**src/rtl/pipe_pkg.sv**
```systemverilog
// Shared definitions for the generic pipeline stage register.
//   - pipe_state_e : occupancy state of a stage (empty / main slot / main+skid)
//   - *_W_DEF      : default payload, control and counter widths
//   - CTRL_*       : bit positions inside the CPU control bundle so that every
//                    stage packs and unpacks the bundle the same way
package pipe_pkg;

    typedef enum logic [1:0] {
        ST_EMPTY = 2'd0,
        ST_ONE   = 2'd1,
        ST_TWO   = 2'd2
    } pipe_state_e;

    localparam int DATA_W_DEF = 32;
    localparam int CTRL_W_DEF = 8;
    localparam int CNT_W_DEF  = 16;

    localparam int CTRL_REG_WR     = 0;
    localparam int CTRL_MEM_REG    = 1;
    localparam int CTRL_REG_IN_SEL = 2;

endpackage

```
**src/rtl/sat_counter.sv**
```systemverilog
// Saturating up-counter used for stage performance statistics.
// Ports:
//   clk   - clock
//   reset - asynchronous, active-high clear
//   inc   - count one event this cycle
//   clear - synchronous clear (wins over inc)
//   cnt   - current count, sticks at all-ones
module sat_counter #(
    parameter int CNT_W = 16
) (
    input  logic             clk,
    input  logic             reset,
    input  logic             inc,
    input  logic             clear,
    output logic [CNT_W-1:0] cnt
);

    logic [CNT_W-1:0] r_cnt;

    always_ff @(posedge clk or posedge reset) begin
        if (reset) begin
            r_cnt <= '0;
        end else if (clear) begin
            r_cnt <= '0;
        end else if (inc && (r_cnt != {CNT_W{1'b1}})) begin
            r_cnt <= r_cnt + 1'b1;
        end
    end

    assign cnt = r_cnt;

endmodule

```
**src/rtl/pipe_stage_reg.sv**
```systemverilog
// Generic inter-stage pipeline register with valid/ready handshake, a
// 2-entry skid buffer, hazard stall and branch flush. Bubbles always present
// all-zero control so they can never write the register file or memory.
// Optional macro: PIPE_STAGE_PERF_EN adds stall/bubble saturating counters.
// Ports:
//   clk, reset           - clock, asynchronous active-high reset
//   in_valid/in_ready    - upstream handshake (in_ready never sees out_ready)
//   in_data/in_ctrl      - upstream payload and control bundle
//   stall                - hazard hold, blocks the downstream transfer
//   flush                - kills every held entry
//   out_valid/out_ready  - downstream handshake
//   out_data/out_ctrl    - presented payload and (gated) control
//   stall_cnt/bubble_cnt - performance counters (PIPE_STAGE_PERF_EN only)
module pipe_stage_reg
    import pipe_pkg::*;
#(
    parameter int DATA_W = DATA_W_DEF,
    parameter int CTRL_W = CTRL_W_DEF
`ifdef PIPE_STAGE_PERF_EN
    ,
    parameter int CNT_W  = CNT_W_DEF
`endif
) (
    input  logic              clk,
    input  logic              reset,
    input  logic              in_valid,
    output logic              in_ready,
    input  logic [DATA_W-1:0] in_data,
    input  logic [CTRL_W-1:0] in_ctrl,
    input  logic              stall,
    input  logic              flush,
    output logic              out_valid,
    input  logic              out_ready,
    output logic [DATA_W-1:0] out_data,
    output logic [CTRL_W-1:0] out_ctrl
`ifdef PIPE_STAGE_PERF_EN
    ,
    output logic [CNT_W-1:0]  stall_cnt,
    output logic [CNT_W-1:0]  bubble_cnt
`endif
);

    pipe_state_e       r_state;
    logic [DATA_W-1:0] r_main_data;
    logic [CTRL_W-1:0] r_main_ctrl;
    logic [DATA_W-1:0] r_skid_data;
    logic [CTRL_W-1:0] r_skid_ctrl;

    logic w_acc_in;
    logic w_acc_out;

    // in_ready is a function of registered state and flush only, which keeps
    // the ready chain between stages free of combinational loops.
    assign in_ready  = (r_state != ST_TWO) & ~flush & ~reset;
    assign out_valid = (r_state != ST_EMPTY);
    assign out_data  = r_main_data;
    assign out_ctrl  = out_valid ? r_main_ctrl : '0;

    assign w_acc_in  = in_valid & in_ready;
    assign w_acc_out = out_valid & out_ready & ~stall;

    always_ff @(posedge clk or posedge reset) begin
        if (reset) begin
            r_state     <= ST_EMPTY;
            r_main_data <= '0;
            r_main_ctrl <= '0;
            r_skid_data <= '0;
            r_skid_ctrl <= '0;
        end else if (flush) begin
            // Data may go stale; only control must be cleared so a stale
            // slot can never be mistaken for a live instruction.
            r_state     <= ST_EMPTY;
            r_main_ctrl <= '0;
            r_skid_ctrl <= '0;
        end else begin
            case (r_state)
                ST_EMPTY: begin
                    if (w_acc_in) begin
                        r_state     <= ST_ONE;
                        r_main_data <= in_data;
                        r_main_ctrl <= in_ctrl;
                    end
                end
                ST_ONE: begin
                    if (w_acc_in && w_acc_out) begin
                        r_main_data <= in_data;
                        r_main_ctrl <= in_ctrl;
                    end else if (w_acc_in) begin
                        // Downstream blocked: park the new entry behind main.
                        r_state     <= ST_TWO;
                        r_skid_data <= in_data;
                        r_skid_ctrl <= in_ctrl;
                    end else if (w_acc_out) begin
                        r_state <= ST_EMPTY;
                    end
                end
                ST_TWO: begin
                    if (w_acc_out) begin
                        r_state     <= ST_ONE;
                        r_main_data <= r_skid_data;
                        r_main_ctrl <= r_skid_ctrl;
                    end
                end
                default: begin
                    r_state <= ST_EMPTY;
                end
            endcase
        end
    end

`ifdef PIPE_STAGE_PERF_EN
    logic w_stall_inc;
    logic w_bubble_inc;

    assign w_stall_inc  = out_valid & ~(out_ready & ~stall);
    assign w_bubble_inc = ~out_valid;

    sat_counter #(.CNT_W(CNT_W)) u_stall_cnt (
        .clk   (clk),
        .reset (reset),
        .inc   (w_stall_inc),
        .clear (1'b0),
        .cnt   (stall_cnt)
    );

    sat_counter #(.CNT_W(CNT_W)) u_bubble_cnt (
        .clk   (clk),
        .reset (reset),
        .inc   (w_bubble_inc),
        .clear (1'b0),
        .cnt   (bubble_cnt)
    );
`endif

endmodule

```
**config.mk**
```make
export PLATFORM = sky130hd
export DESIGN_NAME = pipe_stage_reg
export DESIGN_NICKNAME = d
export VERILOG_FILES = /design/src/rtl/pipe_pkg.sv /design/src/rtl/sat_counter.sv /design/src/rtl/pipe_stage_reg.sv
export SDC_FILE = /design/constraint.sdc
export NUM_CORES = 1
export LEC_CHECK = 0
export CORE_MARGIN = 3
export CORE_UTILIZATION = 49
export CTS_CLUSTER_SIZE = 28
export DETAILED_ROUTE_END_ITERATION = 16
export GPL_TIMING_DRIVEN = 0
export PLACE_DENSITY = 0.8
export REMOVE_ABC_BUFFERS = 1
export SKIP_LAST_GASP = 1
export SLEW_MARGIN = 20
export SYNTH_ARGS = -nofsm -noshare
export SYNTH_HDL_FRONTEND = slang
export SYNTH_SLANG_ARGS = --single-unit
export TNS_END_PERCENT = 1
```
**constraint.sdc**
```tcl
create_clock -name clk -period 2.89 [get_ports clk]
set_clock_uncertainty 0.15 [all_clocks]
set_input_delay 0.289 -clock clk [delete_from_list [all_inputs] [get_ports clk]]
set_output_delay 0.289 -clock clk [all_outputs]
set_load 0.02 [all_outputs]
```
Word-level counts from Yosys, hierarchy flattened
Cells that the tools add are included.

Add/subtract/negate cells: 0. Multiply operators: 0. Divide/modulo/power cells: 0. $lt $le $gt $ge: 0. Equal/unequal tests: 12. Shift-type cells: 0. Multiplexer cells: 20. Bitwise gates (word level): 9. Reductions and logical operators: 12.

Operator list (number): $mux 32 (3); $pmux 32 s3 (1); $mux 8 (8); $pmux 8 s3 (1); $mux 2 (6); $ne 3x3->1 const B (4); $reduce_and 4->1 (3); $ne 2x2->1 const B (5); $pmux 2 s3 (1); $reduce_bool 2->1 (3); $and 1x1->1 (5); $reduce_and 5->1 (1); $ne 4x4->1 const B (1); $not 1->1 (4); $reduce_bool 4->1 (1); $reduce_and 3->1 (1); $reduce_bool 3->1 (1); $eq 2x1->1 const B (1); $eq 2x2->1 const B (1); $logic_not 2->1 (1); $logic_and 1x1->1 (1).

Bits in registers: 82. Bits in latches: 0. RAM bits: 0. Memory bits (read-only): 0. Bits of input ports: 46. Output and inout port bits: 42. Logic and storage cells: 58. Memories kept: 0.

Depth between registers and ports, before layout
Word-level depth: 8. Gate-level depth with buffers: 7.

Worst setup path before layout
OpenSTA, ideal clock, no wires.

Kind: register to register. Start: register r_state[1]. End: register r_skid_data[0]. Data arrival time: 1.902 ns. Data required time: 2.613 ns. Slack: 0.711 ns. Cell stages (with the launch flop): 7. Buffers on the path: 3. Cells stage by stage: dfrtp_1 -> or4b_1 -> buf_2 -> nor3b_4 -> buf_4 -> buf_6 -> mux2_1.

Word-level cells in the longest chain between the ends: 7. Elaborated cells between the ends (all ways): 11. Those cells by class: 2 x eq/ne; 6 x bitwise; 3 x reduce/logical.

RTL lines: start: declaration (RTL line pipe_stage_reg.sv:43) `pipe_state_e r_state;`; start signal: assignment (RTL line pipe_stage_reg.sv:64) `r_state <= ST_EMPTY;`; start signal: assignment (RTL line pipe_stage_reg.sv:72) `r_state <= ST_EMPTY;`; start signal: assignment (RTL line pipe_stage_reg.sv:79) `r_state <= ST_ONE;`; $ne 2x2->1 (RTL line pipe_stage_reg.sv:54) `assign in_ready = (r_state != ST_TWO) & ~flush & ~reset;`; $and 1x1->1 (2 in series) (RTL line pipe_stage_reg.sv:54); $and 1x1->1 (RTL line pipe_stage_reg.sv:59) `assign w_acc_in = in_valid & in_ready;`; $logic_and 1x1->1 (RTL line pipe_stage_reg.sv:85) `if (w_acc_in && w_acc_out) begin`; $not 1->1 (no source line); $reduce_and 4->1 (no source line) (*); end signal: assignment (RTL line pipe_stage_reg.sv:91) `r_skid_data <= in_data;`; end: declaration (RTL line pipe_stage_reg.sv:46) `logic [DATA_W-1:0] r_skid_data;`.

Every way passes the cells marked *; elsewhere a longest branch is shown, timed or not. A chain may end at the register's enable or synchronous reset.

Worst setup path in the final report
Start: register r_state[0]. End: output in_ready.

Word-level cells in the longest chain between the ends: 3.

RTL lines: $ne 2x2->1 (RTL line pipe_stage_reg.sv:54); $and 1x1->1 (2 in series) (RTL line pipe_stage_reg.sv:54); end: declaration (RTL line pipe_stage_reg.sv:27) `output logic in_ready,`.

No other way between the ends.

==> metrics.md <==
| Metric | Value |
|---|---|
| Syn_area_per_cell | between 10 and 15 um2 |
| Initial antenna violation count | 0 |
| Cell Rows | 30 |
| CP peak stage delay | 630 ps |
| Final WL | 8478 um |
| Core Region | between 6000 and 7000 um2 |
| Leakage | 2.044 nW |
| Vias per cell | 5.677 |
| Arr. time, crit path | approximately 2300 ps |
| Vias in the first global route | 2785 |
| CP endpoint kind | output port |
| DRC violations left | 0 |
| Worst-path clk slew | 90 ps |
| Die Area | 8244 um2 |
| Worst EP required | 2450 ps |
| Yosys warns | 0 |
| Dpl hpwl | 5331 um |
| DRT Pass-1 Iters | 4 |
| Total grt overflow | 0 |
| Yosys cell types | 30 |
| Register bit total from synthesis | 82 |
| Fmax | 0.3639 GHz |
| I/O Buffers | 87 |
| Flop-to-flop setup slack | roughly 320 ps |
| Total I/O pin count | 88 |
| Final Hold Fails | 0 |
| Clk sinks | between 80 and 90 |
| Die height | 90.80 um |
| Final net count | 408 |
| Max_cap viols | 0 |
| First-pass GRT wire length | 14080 um |
| Total Routing Usage GR | 0.2131 |
| Htree depth | 3 |
| CP max-delay cell | clkdlybuf4s50_1 |
| Maximum vdd drop | 0.0004449 V |
| Fin util | 0.6984 |
| Tightest Pin Transition | ~830 ps |
| Final setup fails | 0 |
| Crit-path cells | nand2b_2 > nor3b_1 > clkdlybuf4s50_1 |
| Horiz. Die Dim | between 90 and 100 um |
| # Post-CTS Setup Buffers | 0 |
| Gate Count Post-Synth | between 200 and 300 |
| Pre-CTS WS | -912.3 ps |
| Crit share post-route | 0.9508 |
| Max FO, Critical Path | 19 |
| Synthesized cell area | 3523 um2 |
| WL/cell | 18.35 um |
| CTS Buf Count | 9 |
| Post-route ant nets | 0 |
| Worst hold path class | reg2reg |
| Final worst-path setup slack | 142.1 ps |
| Initial Utilization | 0.5129 |
| 1st-iter DRT viols | 121 |
| Hold_buf cts | 0 |
| Clock buffer depth | 2 |
| Antenna Cells | 0 |
| Status | finished, final reports clean |
| Layout filler cell count | 495 |
| Minimum clock period | 2748 ps |
| Fin. max-slew vios | 0 |
| RePlAce Congestion | 0.7414 |
| Pin count of the biggest net entering global routing | 43 |
| Critical Setup Path Class | reg2out |
| Setup crit start kind | flip-flop |
| Power Density | 723.9 nW/um2 |
| Clock root buffer | clkbuf_8 |
| Via count | 2623 |
| Sequential area share after synthesis | 0.5824 |
| Share of layout cells above drive strength 1 | 0.1585 |
| Hold_ws | 343.2 ps |
| Slew HR | 0.4482 |
| TritonCTS clock tree | yes |
| Clk Latency, worst-skew pair | 340 ps |
| CTS resizes | 2 |
| Area delta synth->final | 36.15% |
| RSZ-0062 raised after global routing | no |
## stage by stage
stage	std cells	total power [mW]	cell area, um2	setup TNS, ps
floorplan	256	2.064	3403	-16350
global placement	439	2.509	4394	-216770
detailed placement	446	2.561	4558	-50580
CTS	462	3.503	4797	0
global route	462	3.631	4797	0
finish	462	3.473	4797	0
## power breakdown
group | switching (mW) | internal, mW
registers | 0.164 | 1.42
logic | 0.427 | 0.537
clock network | 0.396 | 0.529
## synth_stat cells
cell type	number	area, um2
mux2i_1	8	80.08
buf_4	4	30.03
a211oi_1	9	67.56
nand2b_1	11	68.82
a2bb2oi_1	32	280.3
a21boi_2	1	11.26
a21oi_1	1	5.000
buf_6	1	11.26
mux2_1	4	45.04
o22ai_1	32	200.2
a21oi_2	1	8.760
or2_1	1	6.260
and2_1	8	50.05
a22oi_4	1	21.27
nor2b_1	1	6.260
or4bb_1	1	11.26
o21ai_0	9	45.04
nor3b_4	1	18.77
o31ai_1	1	7.510
buf_2	6	30.03
and3_1	1	6.260
nand2_1	9	33.78
nor2_1	11	41.29
clkbuf_1	10	37.54
nor3b_1	1	7.510
inv_1	1	3.750
dfrtp_1	82	2052
buf_1	3	11.26
or4b_1	1	10.01
mux2_2	28	315.3
## logic make-up after synthesis
| family | Yosys count | share of synthesized area |
|---|---|---|
| buffers and inverters | 25 | 0.03516 |
| AND/OR/NAND/NOR | 46 | 0.07387 |
| multiplexers | 40 | 0.1250 |
| flip-flops | 82 | 0.5824 |
| AO/OA/AOI/OAI | 87 | 0.1836 |
## critical path, delay by kind of cell (launching register included)
| family | cells | cell delay, ps |
|---|---|---|
| DFF | 1 | 510 |
| and+or+nand+nor | 2 | 820 |
| buffers and inverters | 1 | 630 |
## cell usage in the layout, fill, tap and decap left out, drive strengths merged
master          n
buf             7
and3            1
a21boi          1
dfrtp          82
nand2           9
clkinvlp        2
o21ai           9
a211oi          9
inv             1
a21oi           2
or4bb           1
o22ai          32
a22oi           1
and2            8
nand2b         11
or4b            2
dlygate4sd2     1
mux2i           8
nor3b           2
nor2b           1
a2bb2oi        32
clkdlybuf4s50  86
o31ai           1
clkbuf         11
nor2           11
bufinv          2
mux2           32
or2             1
## sequential cells by signal, indices dropped and copies added, names as in the netlist
name         flops
r_main_ctrl      8
out_data        32
r_skid_ctrl      8
r_state          2
r_skid_data     32
## path summary, 6_finish.rpt
| check | depth (start not counted) | end | startpoint |
|---|---|---|---|
| worst max-delay path | 3 | in_ready | r_state[0]$_DFFE_PP0P_ |
| worst min-delay path | 1 | r_skid_data[2]$_DFFE_PP0P_ | r_skid_data[2]$_DFFE_PP0P_ |
| worst max register to register | 5 | r_skid_data[16]$_DFFE_PP0P_ | r_state[1]$_DFFE_PP0P_ |
| worst min register to register | 1 | r_skid_data[2]$_DFFE_PP0P_ | r_skid_data[2]$_DFFE_PP0P_ |
| max in group asynchronous | 3 | r_skid_data[12]$_DFFE_PP0P_ | reset |
| min in group asynchronous | 2 | r_state[0]$_DFFE_PP0P_ | reset |
## cell type report
class	count	area (um2)	area share
inverter	1	6.256	0.001304
sequential	82	2052	0.4278
clock inverter	4	75.07	0.01565
multi-input combinational	174	1379	0.2874
clock buffer	11	151.4	0.03156
tap	96	120.1	0.02504
timing repair buffer	94	1013	0.2113
## routing by layer
layer	part of all wire	GRT usage
met5	0	0
met1	0.46	0.2978
met2	0.48	0.3292
met4	0.013	0.08166
met3	0.053	0.04250
Note: power is estimated with default switching activity, not from simulation.
